$ cat src/rtl/button_debounce.sv
// Two-button debouncer feeding a NAND set/reset latch: each raw active-low button is
// synchronized, then accepted only after DEBOUNCE_CYCLES consecutive stable samples.

module debounce_channel #(
    parameter int DEBOUNCE_CYCLES = 16,
    parameter int CNT_W           = 16
) (
    input  logic clk,
    input  logic rst,
    input  logic raw,
    output logic clean,
    output logic press
);

    typedef enum logic [1:0] {
        RELEASED,
        PRESS_PEND,
        PRESSED,
        RELEASE_PEND
    } state_t;

    localparam logic [CNT_W-1:0] LAST = CNT_W'(DEBOUNCE_CYCLES - 1);
    localparam logic [CNT_W-1:0] ONE  = CNT_W'(1);

    logic             sync_a;
    logic             s;
    state_t           state;
    state_t           state_next;
    logic [CNT_W-1:0] cnt;
    logic [CNT_W-1:0] cnt_next;
    logic             clean_next;
    logic             press_next;

    // Synchronizer resets to 1 so a held button looks released until re-sampled.
    always_ff @(posedge clk) begin
        if (rst) begin
            sync_a <= 1'b1;
            s      <= 1'b1;
            state  <= RELEASED;
            cnt    <= '0;
            clean  <= 1'b1;
            press  <= 1'b0;
        end else begin
            sync_a <= raw;
            s      <= sync_a;
            state  <= state_next;
            cnt    <= cnt_next;
            clean  <= clean_next;
            press  <= press_next;
        end
    end

    always_comb begin
        state_next = state;
        cnt_next   = '0;
        clean_next = clean;
        press_next = 1'b0;
        case (state)
            RELEASED: begin
                if (!s) begin
                    state_next = PRESS_PEND;
                    cnt_next   = ONE;
                end
            end
            PRESS_PEND: begin
                if (s) begin
                    state_next = RELEASED;
                end else if (cnt == LAST) begin
                    state_next = PRESSED;
                    clean_next = 1'b0;
                    press_next = 1'b1;
                end else begin
                    cnt_next = cnt + ONE;
                end
            end
            PRESSED: begin
                if (s) begin
                    state_next = RELEASE_PEND;
                    cnt_next   = ONE;
                end
            end
            RELEASE_PEND: begin
                if (!s) begin
                    state_next = PRESSED;
                end else if (cnt == LAST) begin
                    state_next = RELEASED;
                    clean_next = 1'b1;
                end else begin
                    cnt_next = cnt + ONE;
                end
            end
            default: begin
                state_next = RELEASED;
            end
        endcase
    end

endmodule

module button_debounce #(
    parameter int DEBOUNCE_CYCLES = 16,
    parameter int CNT_W           = 16
) (
    input  logic clk,
    input  logic rst,
    input  logic redbtn,
    input  logic bluebtn,
    output logic red_clean,
    output logic blue_clean,
    output logic red_press,
    output logic blue_press
);

    // Channels share nothing so one button can never disturb the other.
    debounce_channel #(
        .DEBOUNCE_CYCLES(DEBOUNCE_CYCLES),
        .CNT_W          (CNT_W)
    ) u_red (
        .clk  (clk),
        .rst  (rst),
        .raw  (redbtn),
        .clean(red_clean),
        .press(red_press)
    );

    debounce_channel #(
        .DEBOUNCE_CYCLES(DEBOUNCE_CYCLES),
        .CNT_W          (CNT_W)
    ) u_blue (
        .clk  (clk),
        .rst  (rst),
        .raw  (bluebtn),
        .clean(blue_clean),
        .press(blue_press)
    );

endmodule
$ cat config.mk
export PLATFORM = sky130hd
export DESIGN_NAME = button_debounce
export DESIGN_NICKNAME = d
export VERILOG_FILES = /design/src/rtl/button_debounce.sv
export SDC_FILE = /design/constraint.sdc
export NUM_CORES = 1
export LEC_CHECK = 0
export ABC_CLOCK_PERIOD_IN_PS = 2600
export CORE_UTILIZATION = 55
export CTS_CLUSTER_DIAMETER = 40
export DETAILED_ROUTE_END_ITERATION = 12
export PLACE_DENSITY = 0.78
export SYNTH_ARGS = -nofsm -noshare
export SYNTH_HDL_FRONTEND = slang
export SYNTH_SLANG_ARGS = --single-unit
export TNS_END_PERCENT = 50
$ cat constraint.sdc
create_clock -name clk -period 2.6 [get_ports clk]
set_input_delay 0.52 -clock clk [delete_from_list [all_inputs] [get_ports clk]]
set_output_delay 0.52 -clock clk [all_outputs]
set_load 0.01 [all_outputs]
# Word level (Yosys, flattened, before mapping)
# Index checks and enable logic that the tools add are counted.
[op_classes]
n_eq_ne = 24
n_reduce_logical = 10
add_sub_neg = 2
bitwise_logic = 2
muxes = 38
[op_table]
columns = ["operator", "n"]
rows = [
  ["$pmux W16 S4", 2],
  ["$mux W16", 6],
  ["$add A16 B1 Y16 const B", 2],
  ["$eq A16 B4 Y1 const B", 2],
  ["$mux W2", 12],
  ["$ne A2 B1 Y1 const B", 8],
  ["$pmux W2 S4", 2],
  ["$mux W1", 14],
  ["$reduce_and A5 Y1", 2],
  ["$eq A2 B2 Y1 const B", 4],
  ["$ne A2 B2 Y1 const B", 4],
  ["$reduce_and A4 Y1", 2],
  ["$ne A3 B1 Y1 const B", 2],
  ["$ne A3 B3 Y1 const B", 2],
  ["$reduce_or A3 Y1", 2],
  ["$eq A2 B1 Y1 const B", 2],
  ["$logic_not A2 Y1", 2],
  ["$pmux W1 S2", 2],
  ["$reduce_bool A2 Y1", 2],
  ["$not A1 Y1", 2],
]
[word_totals]
regBits = 44
output_inout_bits = 4
elab_cells = 88
in_bits = 4

# Logic depth before layout (Yosys ltp)
# Gate-level depths: netlist (run 1).
[logic_depth]
ltp_word = 4
depth_mapped = 7

# Cells and area by module
# A second synthesis (run 1) with hierarchy kept.
[hier_totals]
hier_cells = 201
area_unflattened_um2 = 1873.0
[by_module_without_submodules]
columns = ["mod", "instances", "cells_per_inst", "seq_area_each_um2", "area_per_inst_um2"]
rows = [
  ["debounce_channel (u_red)", 1, 100, 440.4, 950.9],
  ["debounce_channel (u_blue)", 1, 101, 440.4, 922.1],
]

# Worst setup path after synthesis (run 1)
# Ideal clock, no wire load.
[synth_path]
path_type = "reg-to-reg"
startpoint = "register u_blue.cnt[0]"
endpoint = "register u_blue.cnt[10]"
slack_ns = 1.091
n_path_buf = 2
setup_ns = 0.117
arrival_time_ns = 1.392
required_ns = 2.483
stages_incl_launch_ff = 8
cell_sequence = "dfxtp_1 ha_1 and3_1 buf_2 nand4_1 nand3_1 buf_2 nor2_1"
[synth_via]
elab_chain_cells = 4
[synth_lines]
columns = ["element", "line", "source"]
rows = [
  ["start, declared", "29", "logic [CNT_W-1:0] cnt;"],
  ["start signal, assigned", "47", "cnt <= cnt_next;"],
  ["$add A16 B1 Y16 / $eq A16 B4 Y1 (equally long branches)", "--", ""],
  ["$mux W16 *", "68, 85", ""],
  ["$mux W16 (on tied branches)", "83, 66", ""],
  ["$pmux W16 S4 *", "58", "case (state)"],
]
# Every way passes the cells marked *; elsewhere a longest branch is shown, timed or not.
# A chain may end at the register's enable or synchronous reset.

==> results.yml, run 1 <==
setup_path:
  timing.rr.end: "u_blue.cnt[10]$_SDFF_PP0_"
  reg2regPathDepth: 5
  cp_cell_sequence: "clkdlybuf4s50_1 > a21oi_1 > nand3_1 > a21oi_1"
  critical_path.max_stage_delay_ps: 600
  crit_required_ps: 2880
  crit_buf_inv: 1
  crit_family: "compound AO/OA/AOI/OAI gates"
  cp-startpoint: "rst"
  critPathMaxFanout: 15
  critPathKind: "in -> reg"
  rrSetupSlack_ps: 720
  cp-end-kind: "flip-flop"
  crit_slowest_cell: "clkdlybuf4s50_1"
  critPathLaunchType: "input port"
  r2r_start: "u_blue.cnt[0]$_SDFF_PP0_"
  timing.critical_path.mode_cell: "a21oi_1"
  arrival_ps: 2200
sta:
  finalHoldViolCount: 0
  tns_ps: 0
  rsz0062_at_grt: "false"
  skew_ps: 9.33
  fin_crit_ps: 1930
  setup_violations: 0
  relSlewSlack_pct: 62.5
  period_share_pct: 74.1
  layout_setup_ws_ps: 672
  slew_violations: 0
  worst_pin_slew_ps: 561
  fmax_ghz: 0.519
clock_network:
  cts_buffers: 5
  htreeDepth: 2
  cts_buffer_depth: 2
  insertion_delay_ps: 360
  cts.clk_slew.worst_paths_ps: 130
  ctsResizeCount: 0
  clock_sinks: 44
  ctsHoldBuffers: 0
  cts_setup_buffers: 0
  cts_tree: "done"
  root_buffer: "clkbuf_4"
layout:
  drive_gt1_share_pct: 5.56
  fin_nets: 221
  design_area_um2: 2020
  final_cells: 260
  area_growth_pct: 10.8
  antennaDiodeCount: 0
detailed_routing:
  dr_total_vias: 1456
  route.detailed.drc: 0
  avgViaCountPerCell: 5.60
  drt_iter0_drc: 67
  wire_per_inst_um: 13.0
  wl_mm: 3.38
  drtAntennaViolNets: 0
  drt_pass1_iterations: 4
synthesis:
  synth-edff-count: 0
  synth.distinct_cells: 29
  synth-seq-cells: 44
  postSynthCellCount: 205
  synth_area_per_cell_um2: 8.89
  ys_async_sr_fraction_pct: 0
  yosys_warnings: 0
  synth_ff_type: "dfxtp_1"
  syn_area_um2: 1820
  synth_nets: 211
  seq_area_frac_synth_pct: 48.3
place:
  detailed_place.area_um2: 1930
  io_buffer_count: 7
  gp_congestion: 0.794
  dp_slack_ps: 428
  dpl.cell_count: 252
  dpl.hpwl_mm: 2.37
power:
  p_total_mw: 1.16
  ir_drop_mv: 0.422
  p_leak_nw: 0.605
  powerDensity_nw_per_um2: 575
die:
  row_count: 20
  start_util_pct: 58.7
  dieArea_um2: 3550
  die_y_um: 59.6
  die_x_um: 59.6
  io_pins: 8
  core-area_um2: 3100
global_routing:
  grtUsageTotal_pct: 20.9
  grt_use_met1_pct: 25.2
  busiest_layer: "met2"
  grt_start_max_net_pins: 16
  grt_use_met3_pct: 5.02
  use_met2_pct: 34.5
  antenna_found_initial: 0
  grt_overflow: 0
  grt_pass1_vias: 1333
  grt_pass1_wl_mm: 5.51
worst_hold_path:
  hold_depth: 1
  hold_class: "reg -> reg"
  hold_end: "u_blue.s$_SDFF_PP1_"
  hold_start: "u_blue.sync_a$_SDFF_PP1_"
run:
  max-cap-violations: 0
status:
  outcome: "complete, no violations"
==> cells in the mapped netlist, drive strengths merged (2+ instances only) <==
library cell  number  area [µm²]
a211oi             2        15.0
a21boi             2        15.0
a21oi              7        35.0
and2               2        12.5
and3               3        18.8
and4               3        26.3
buf                3        15.0
dfxtp             44         881
ha                 2        25.0
inv                8        30.0
nand2              8        30.0
nand2b             2        12.5
nand3             15        75.1
nand4             10        62.6
nor2              33         124
nor3               7        35.0
nor4              13        81.3
or2                8        50.0
xnor2             20         175
xor2               6        52.6
==> how the worst max path moves through the flow <==
| stage | end | slack (ps) | cells after the start |
|---|---|---|---|
| 6_report | u_blue.cnt[14]$_SDFF_PP0_ | 670 | 4 |
| 5_1_grt | u_blue.cnt[15]$_SDFF_PP0_ | 540 | 4 |
| 2_1_floorplan | u_blue.cnt[10]$_SDFF_PP0_ | 1090 | 7 |
| 4_1_cts | u_blue.cnt[15]$_SDFF_PP0_ | 730 | 4 |
| 3_5_place_dp | u_red.cnt[14]$_SDFF_PP0_ | 430 | 4 |
| 3_3_place_gp | u_blue.cnt[14]$_SDFF_PP0_ | 530 | 4 |
==> routing by layer <==
metal / vias up / share of wire (%)
li1: 727 / -
met1: 680 / 46
met2: 38 / 48
met3: 11 / 3.6
met4: 0 / 2.6
met5: - / 0
==> worst reg2reg max path: cells and delay by family (launching register included) <==
family	cells	cell delay (ps)
fa+ha+maj	1	240
flops	1	400
simple gates	4	1130
==> flip-flops by register name, summed over array words and instances, names as in the netlist, named ones only <==
signal         cells
u_blue.cnt        16
u_red.cnt         16
u_blue.clean       1
u_blue.press       1
u_blue.s           1
u_blue.state       1
u_blue.sync_a      1
u_red.clean        1
u_red.press        1
u_red.s            1
u_red.state        1
u_red.sync_a       1
==> through the flow <==
step / hold slack (ps) / util [%]
after floorplan: 389 / -
after global placement: 392 / 62.2
after detailed placement: 398 / 62.2
after CTS: 428 / 65.1
after global routing: 446 / 65.1
final: 426 / 65.1
==> cell usage in the layout (no fill, tap or decap), drive strengths merged, types with 7 or more instances in the layout <==
cell	synthesis	layout
nand3	15	15
or2	8	8
xnor2	20	20
a21oi	7	7
inv	8	8
nand2	8	8
nor4	13	13
nor2	33	33
clkdlybuf4s50	0	7
dfxtp	44	44
nor3	7	7
nand4	10	10
==> cells by family after synthesis <==
family                   after synthesis  share of synthesized area [%]
multiplexers                           1                          0.549
AO/OA/AOI/OAI                         14                           4.74
adder cells (fa/ha/maj)                2                           1.37
AND/OR/NAND/NOR                      106                           29.9
buffers and inverters                 12                           2.68
flip-flops                            44                           48.3
XOR/XNOR                              26                           12.5
==> area by class of cell <==
class,instances,area (µm²)
inverters,8,30.0
clock inverters,2,38.8
multi-input cells,149,893
flip-flops and latches,44,881
clock buffers,6,51.3
fillers,256,1080
well taps,44,55.1
repair buffers,7,70.1
==> where the power goes <==
part           switching [mW]  internal, mW
Combinational          0.0103        0.0145
Sequential            0.00484         0.681
Clock                   0.220         0.230
Total                   0.235         0.926
Power figures use the tool's default switching activity.
==> run 2: changes to the inputs <==
--- a/config.mk
+++ b/config.mk
@@ -5,11 +5,11 @@
 export SDC_FILE = /design/constraint.sdc
 export NUM_CORES = 1
 export LEC_CHECK = 0
-export ABC_CLOCK_PERIOD_IN_PS = 2600
-export CORE_UTILIZATION = 55
+export ABC_CLOCK_PERIOD_IN_PS = 1700
+export CORE_UTILIZATION = 53
 export CTS_CLUSTER_DIAMETER = 40
 export DETAILED_ROUTE_END_ITERATION = 12
-export PLACE_DENSITY = 0.78
+export PLACE_DENSITY = 0.79
 export SYNTH_ARGS = -nofsm -noshare
 export SYNTH_HDL_FRONTEND = slang
 export SYNTH_SLANG_ARGS = --single-unit
==> constraint.sdc (replaced) <==
create_clock -name clk -period 1.7 [get_ports clk]
set_input_delay 0.34 -clock clk [delete_from_list [all_inputs] [get_ports clk]]
set_output_delay 0.34 -clock clk [all_outputs]
set_load 0.01 [all_outputs]
==> results.yml, run 2 (synthesis results as in run 1) <==
place:
  gp_congestion: 0.844
  dp_slack_ps: 71.8
  dpl.hpwl_mm: 2.39
  io_buffer_count: 7
sta:
  rsz0062_at_grt: "false"
  setup_violations: 0
  finalHoldViolCount: 0
  whs_ps: 431
  skew_ps: 20.8
  period_share_pct: 95.7
  slew_violations: 0
  tns_ps: 0
  fin_crit_ps: 1630
  fmax_ghz: 0.614
  relSlewSlack_pct: 71.3
  worst_pin_slew_ps: 427
  layout_setup_ws_ps: 72.3
layout:
  drive_gt1_share_pct: 9.46
  fin_nets: 227
  final_cell_mix: "44 x dfxtp_1, 33 x nor2_1, 20 x xnor2_1"
  final_common_cell: "dfxtp_1"
  reg_top3: "u_blue.cnt x16, u_red.cnt x16"
  nFillCells: 275
  antennaDiodeCount: 0
  area_growth_pct: 13.8
  utilization_pct: 65.8
clock_network:
  htreeDepth: 2
  root_buffer: "clkbuf_4"
  insertion_delay_ps: 370
  clock_sinks: 44
  cts_buffers: 5
  cts_tree: "done"
  cts.clk_slew.worst_paths_ps: 130
  cts_buffer_depth: 2
power:
  p_seq_share_pct: 60.8
  clock_power_share_pct: 37.0
  internal_power_mw: 1.37
  ir_drop_mv: 0.717
  p_sw_mw: 0.351
  p_leak_nw: 0.630
  p_sw_share_pct: 20.3
  p_total_mw: 1.73
  combPwrFrac_pct: 2.2
  powerDensity_nw_per_um2: 832
setup_path:
  critPathLaunchType: "flip-flop"
  critical_path.max_stage_delay_ps: 440
  cp_cell_sequence: "nor4_1 > nand4_1 > or2_0 > a21oi_1"
  crit_slowest_cell: "nor4_1"
  crit_buf_inv: 0
  r2r_start: "u_red.cnt[4]$_SDFF_PP0_"
  reg2regPathDepth: 4
  arrival_ps: 1920
  critPathKind: "reg -> reg"
  crit_required_ps: 1990
  rrSetupSlack_ps: 70
  cp-end-kind: "flip-flop"
  crit_family: "simple AND/OR/NAND/NOR gates"
  critPathMaxFanout: 5
run:
  max-cap-violations: 0
global_routing:
  grt_pass1_vias: 1318
  grt_start_max_net_pins: 16
  grtUsageTotal_pct: 20.3
  antenna_found_initial: 0
  grt_overflow: 0
  grt_pass1_wl_mm: 5.42
detailed_routing:
  wl_mm: 3.39
  met3_length_um: 188
  dr_total_vias: 1497
  drt_iter0_drc: 99
  avgViaCountPerCell: 5.63
  drt_pass1_iterations: 4
  route.top_layer_used: "met4"
  met2_length_mm: 1.58
  drtAntennaViolNets: 0
  wire_per_inst_um: 12.7
  route.detailed.drc: 0
  wl_met1_mm: 1.53
die:
  start_util_pct: 57.8
  die_x_um: 60.7
  io_pins: 8
  row_count: 20
  dieArea_um2: 3680
  core-area_um2: 3150
  die_y_um: 60.7
worst_hold_path:
  hold_depth: 1
  hold_class: "reg -> reg"
  hold_end: "u_blue.s$_SDFF_PP1_"
  hold_start: "u_blue.sync_a$_SDFF_PP1_"
status:
  outcome: "complete, no violations"
-- run 2: metal layers --
metal  vias up  track usage (%)
met5         -                0
met4         0             11.7
met1       706             25.1
li1        742                -
met3         7             5.97
met2        42             31.6
-- run 2: worst max path at each step --
stage | startpoint | cells past startpoint | to | slack (ps)
2_1_floorplan | u_blue.cnt[0]$_SDFF_PP0_ | 7 | u_blue.cnt[10]$_SDFF_PP0_ | 190
3_3_place_gp | rst | 5 | u_blue.cnt[15]$_SDFF_PP0_ | 160
3_5_place_dp | rst | 5 | u_blue.cnt[7]$_SDFF_PP0_ | 70
4_1_cts | u_red.clean$_SDFFE_PP1P_ | 1 | red_clean | 60
5_1_grt | u_red.cnt[4]$_SDFF_PP0_ | 4 | flip-flop | 20
6_report | u_red.cnt[4]$_SDFF_PP0_ | 4 | flip-flop | 70
-- run 2: through the flow --
step | instance area, µm² | cells
after floorplan | 1820 | 205
after detailed placement | 1970 | 258
final | 2070 | 266
after CTS | 2050 | 266
after global placement | 1970 | 258
after global routing | 2070 | 266
-- run 2: power by group through the flow --
stage	Sequential (mW)	Clock, mW	Combinational [mW]
4_1_cts	1.05	0.658	0.0392
3_5_place_dp	1.07	0	0.0388
6_report	1.05	0.638	0.0386
5_1_grt	1.05	0.694	0.0422
3_3_place_gp	1.07	0	0.0377
2_1_floorplan	1.07	0	0.0169
-- run 2: area by class of cell --
| type | instances | area (µm²) | area share [%] |
|---|---|---|---|
| Tap cell | 44 | 55.1 | 2.65 |
| Clock buffer | 6 | 41.3 | 1.99 |
| Multi-Input combinational cell | 149 | 917 | 44.2 |
| Clock inverter | 2 | 35.0 | 1.69 |
| Sequential cell | 44 | 881 | 42.5 |
| Timing Repair Buffer | 13 | 115 | 5.55 |
| Inverter | 8 | 30.0 | 1.45 |
-- run 2: repair_timing --
item,4_1_cts,5_1_grt
hold buffers,0,0
setup buffers,0,0
resized for setup,0,4
hold endpoints to repair,0,0
endpoints found under the setup margin,0,4
==> run 3: changes to the inputs <==
--- a/config.mk
+++ b/config.mk
@@ -5,11 +5,11 @@
 export SDC_FILE = /design/constraint.sdc
 export NUM_CORES = 1
 export LEC_CHECK = 0
-export ABC_CLOCK_PERIOD_IN_PS = 1700
-export CORE_UTILIZATION = 53
+export ABC_CLOCK_PERIOD_IN_PS = 2000
+export CORE_UTILIZATION = 55
 export CTS_CLUSTER_DIAMETER = 40
 export DETAILED_ROUTE_END_ITERATION = 12
-export PLACE_DENSITY = 0.79
+export PLACE_DENSITY = 0.78
 export SYNTH_ARGS = -nofsm -noshare
 export SYNTH_HDL_FRONTEND = slang
 export SYNTH_SLANG_ARGS = --single-unit
==> constraint.sdc (replaced) <==
create_clock -name clk -period 2 [get_ports clk]
set_input_delay 0.4 -clock clk [delete_from_list [all_inputs] [get_ports clk]]
set_output_delay 0.4 -clock clk [all_outputs]
set_load 0.01 [all_outputs]
==> results.yml, run 3 (synthesis results as in run 1) <==
die:
  dieArea_um2: 3550
  row_count: 20
  start_util_pct: 58.7
  die_x_um: 59.6
  core-area_um2: 3100
  io_pins: 8
  die_y_um: 59.6
setup_path:
  cp_cell_sequence: "clkdlybuf4s50_1"
  crit_buf_inv: 1
  crit_required_ps: 1600
  crit_family: "buffers and inverters"
  cp-end-kind: "output pin"
  crit_slowest_cell: "clkdlybuf4s50_1"
  cp.depth: 1
  reg2regPathDepth: 4
  arrival_ps: 1280
  critPathLaunchType: "flip-flop"
  critPathKind: "reg -> out"
  critical_path.max_stage_delay_ps: 550
  rrSetupSlack_ps: 400
  r2r_start: "u_red.cnt[12]$_SDFF_PP0_"
  critPathMaxFanout: 3
layout:
  final_cells: 265
  fin_nets: 226
  area_growth_pct: 11.1
  final_cell_mix: "44 x dfxtp_1, 33 x nor2_1, 20 x xnor2_1"
  drive_gt1_share_pct: 7.24
  final_common_cell: "dfxtp_1"
  antennaDiodeCount: 0
  reg_top3: "u_blue.cnt x16, u_red.cnt x16"
clock_network:
  cts_buffer_depth: 2
  clock_sinks: 44
  root_buffer: "clkbuf_4"
  cts.clk_slew.worst_paths_ps: 130
  htreeDepth: 2
  cts_tree: "done"
  cts_setup_buffers: 0
  insertion_delay_ps: 340
  cts_buffers: 5
  ctsHoldBuffers: 0
  ctsResizeCount: 0
detailed_routing:
  met2_length_mm: 1.56
  drtAntennaViolNets: 0
  wire_per_inst_um: 12.2
  route.detailed.drc: 0
  dr_total_vias: 1451
  drt_pass1_iterations: 4
  drt_iter0_drc: 77
  route.top_layer_used: "met4"
  met3_length_um: 144
  wl_met1_mm: 1.50
  avgViaCountPerCell: 5.48
  wl_mm: 3.25
sta:
  setup_violations: 0
  worst_pin_slew_ps: 484
  rsz0062_at_grt: "false"
  slew_violations: 0
  fin_crit_ps: 1680
  tns_ps: 0
  skew_ps: 8.66
  relSlewSlack_pct: 67.4
  finalHoldViolCount: 0
  fmax_ghz: 0.595
  period_share_pct: 84.0
status:
  outcome: "complete, no violations"
power:
  ir_drop_mv: 0.438
  powerDensity_nw_per_um2: 664
  p_leak_nw: 0.606
place:
  dpl.hpwl_mm: 2.43
  gp_congestion: 0.828
  dpl.cell_count: 257
  io_buffer_count: 7
global_routing:
  grt_pass1_vias: 1369
  antenna_found_initial: 0
  grt_overflow: 0
  grt_start_max_net_pins: 16
  grt_pass1_wl_mm: 5.78
  grtUsageTotal_pct: 21.6
worst_hold_path:
  hold_depth: 1
  hold_class: "reg -> reg"
  hold_start: "u_red.sync_a$_SDFF_PP1_"
  hold_end: "u_red.s$_SDFF_PP1_"
run:
  max-cap-violations: 0
run 3: how the worst max path moves through the flow:
stage / slack (ps) / start / end
final: 320 / u_blue.clean$_SDFFE_PP1P_ / blue_clean
after global routing: 260 / u_blue.cnt[13]$_SDFF_PP0_ / u_blue.clean$_SDFFE_PP1P_
after CTS: 300 / u_blue.clean$_SDFFE_PP1P_ / blue_clean
after detailed placement: 390 / rst / u_blue.cnt[11]$_SDFF_PP0_
after global placement: 430 / rst / u_blue.cnt[14]$_SDFF_PP0_
after floorplan: 490 / u_blue.cnt[0]$_SDFF_PP0_ / u_blue.cnt[10]$_SDFF_PP0_
run 3: per-stage QoR:
stage,power (mW),util (%),setup slack (ps),instance area (µm²),hold slack [ps]
finish,1.35,65.2,320,2020,423
detailed placement,0.946,63.4,392,1970,393
floorplan,0.926,-,491,1820,389
CTS,1.36,65.2,297,2020,424
global placement,0.944,63.4,435,1970,392
global route,1.40,65.2,259,2020,436
run 3: cell type report:
| cell class | count | area [µm²] |
|---|---|---|
| Fill cell | 283 | 1080 |
| Timing Repair Buffer | 12 | 108 |
| Clock inverter | 2 | 16.3 |
| Inverter | 8 | 30.0 |
| Sequential cell | 44 | 881 |
| Clock buffer | 6 | 41.3 |
| Multi-Input combinational cell | 149 | 893 |
| Tap cell | 44 | 55.1 |
run 3: report_power, final:
part	internal (mW)	switching [mW]
Combinational	0.0203	0.0136
Sequential	0.886	0.00638
Clock	0.140	0.279
Total	1.05	0.299
run 3: worst reg2reg max path: stages, from the launching register on:
cell and delay (ps):
dfxtp_1 370, nor4_1 490, nand4_1 300, or2_0 290
a21oi_1 110
run 3: per-layer routing:
layer	vias up	track usage, %
li1	741	-
met1	664	27.3
met2	40	34.8
met3	6	5.46
met4	0	9.30
met5	-	0
==> variant (settings of run 2) <==
Make the reset (`rst`) asynchronous in one clocked block. Comments in the files are not updated.
--- a/src/rtl/button_debounce.sv
+++ b/src/rtl/button_debounce.sv
@@ -32,7 +32,7 @@
     logic             press_next;
 
     // Synchronizer resets to 1 so a held button looks released until re-sampled.
-    always_ff @(posedge clk) begin
+    always_ff @(posedge clk or posedge rst) begin
         if (rst) begin
             sync_a <= 1'b1;
             s      <= 1'b1;
Function: no difference found for any inputs over 10 cycles, from zero or initial values and one cycle with rst high; that may be too few to reach the edited logic, so the function may still have changed.
==> variant against run 2 <==
  * The flow now finishes with violations (negative setup slack)
  * Routed wire length is 17% higher
  * Final area is 21% higher
  * Area after synthesis rose by 12%
  * Largest cell class is now registers
  * Worst setup slack lost 0.16 ns
  * Die area increased by 11%
  * Sequential cell count stayed put
Power is not compared: it rests on default switching activity, and its combinational part moved more than twofold at a synthesized area within 25%.
==> variant: results (changes against run 2) <==
.. list-table::
   :header-rows: 1

   * - Metric
     - Value
   * - Final worst slack
     - -0.0903 ns (-0.163 ns)
   * - Result of the run
     - finished, violations left
   * - Violated checks
     - negative setup slack
   * - Fraction of synthesized cell area in xor and xnor cells
     - 0.129 (+0.00432)
   * - Sequential cell area
     - 1110 um2 (+26%)
   * - Final setup fails
     - 18 (+18)
   * - Detail Route met2 WL
     - 1.98 mm (+25%)
   * - Sum of net half-perimeters after detailed placement
     - 2.69 mm (+13%)
   * - Least-Margin Pin Slew
     - 0.368 ns (-0.0588 ns)
   * - Total number of nets in the final design
     - 244 (+7.5%)
   * - GR met3 Demand/Resource
     - 0.0536 (-0.00613)
   * - Most area-consuming cells after synthesis
     - dfrtp_1 (47%), xnor2_1 (11%), dfstp_2 (7.8%)
   * - Via-to-Cell Ratio
     - 5.43 (-3.5%)
   * - Repair and plain buffers
     - 37 (+24)
   * - Compound-gate portion of the synthesized area
     - 0.0369 (-0.0104)
   * - Total GRT Usage
     - 0.225 (+0.0221)
   * - Final weighted congestion of routability-driven global placement
     - 0.794 (-6.0%)
   * - Inverters, non-clock
     - 9 (+1)
   * - Share of final layout cell area taken by clock buffers and inverters
     - 0.0368 (about the same)
   * - Placed cell area
     - 2400 um2 (+21%)
   * - Multi-input gate area in the final layout
     - 902 um2 (-1.6%)
   * - Non-clock buffers, area share
     - 0.126 (+0.0709)
   * - FF-to-FF Start
     - u_red.cnt[6]
   * - Portion of the post-synthesis area used by sequential elements
     - 0.545 (+0.0620)
   * - Multi-In Gates
     - 141 (-5.4%)
variant: cell types whose count changed after synthesis, sizes merged, moves of 4 or more:
cell and change:
dfxtp -44, or4 +4, dfstp +6, or2 -8, xnor2 +6, dfrtp +38, a21oi -6
variant: power breakdown:
part	switching, W	total [W]	leakage, nW	internal, W
Combinational	0.0000449	0.0000783	0.391	0.0000334
Clock	0.000356	0.000681	0.0510	0.000325
Sequential	0.0000126	0.00108	0.585	0.00106
Total	0.000414	0.00184	1.03	0.00142
variant: worst min-delay path by stage:
stage | from | end | slack, ns | cells after the start
after CTS | u_blue.sync_a | u_blue.s | 0.36 | 0
after global placement | u_blue.sync_a | u_blue.s | 0.35 | 0
after floorplan | bluebtn | u_blue.sync_a | 0.34 | 0
after detailed placement | u_blue.sync_a | u_blue.s | 0.35 | 0
final | u_blue.sync_a | u_blue.s | 0.36 | 0
after global routing | u_blue.sync_a | u_blue.s | 0.36 | 0
variant: repair_timing:
item,in CTS,in global routing
resized for setup,4,4
pin swaps,3,3
endpoints found under the setup margin,20,31
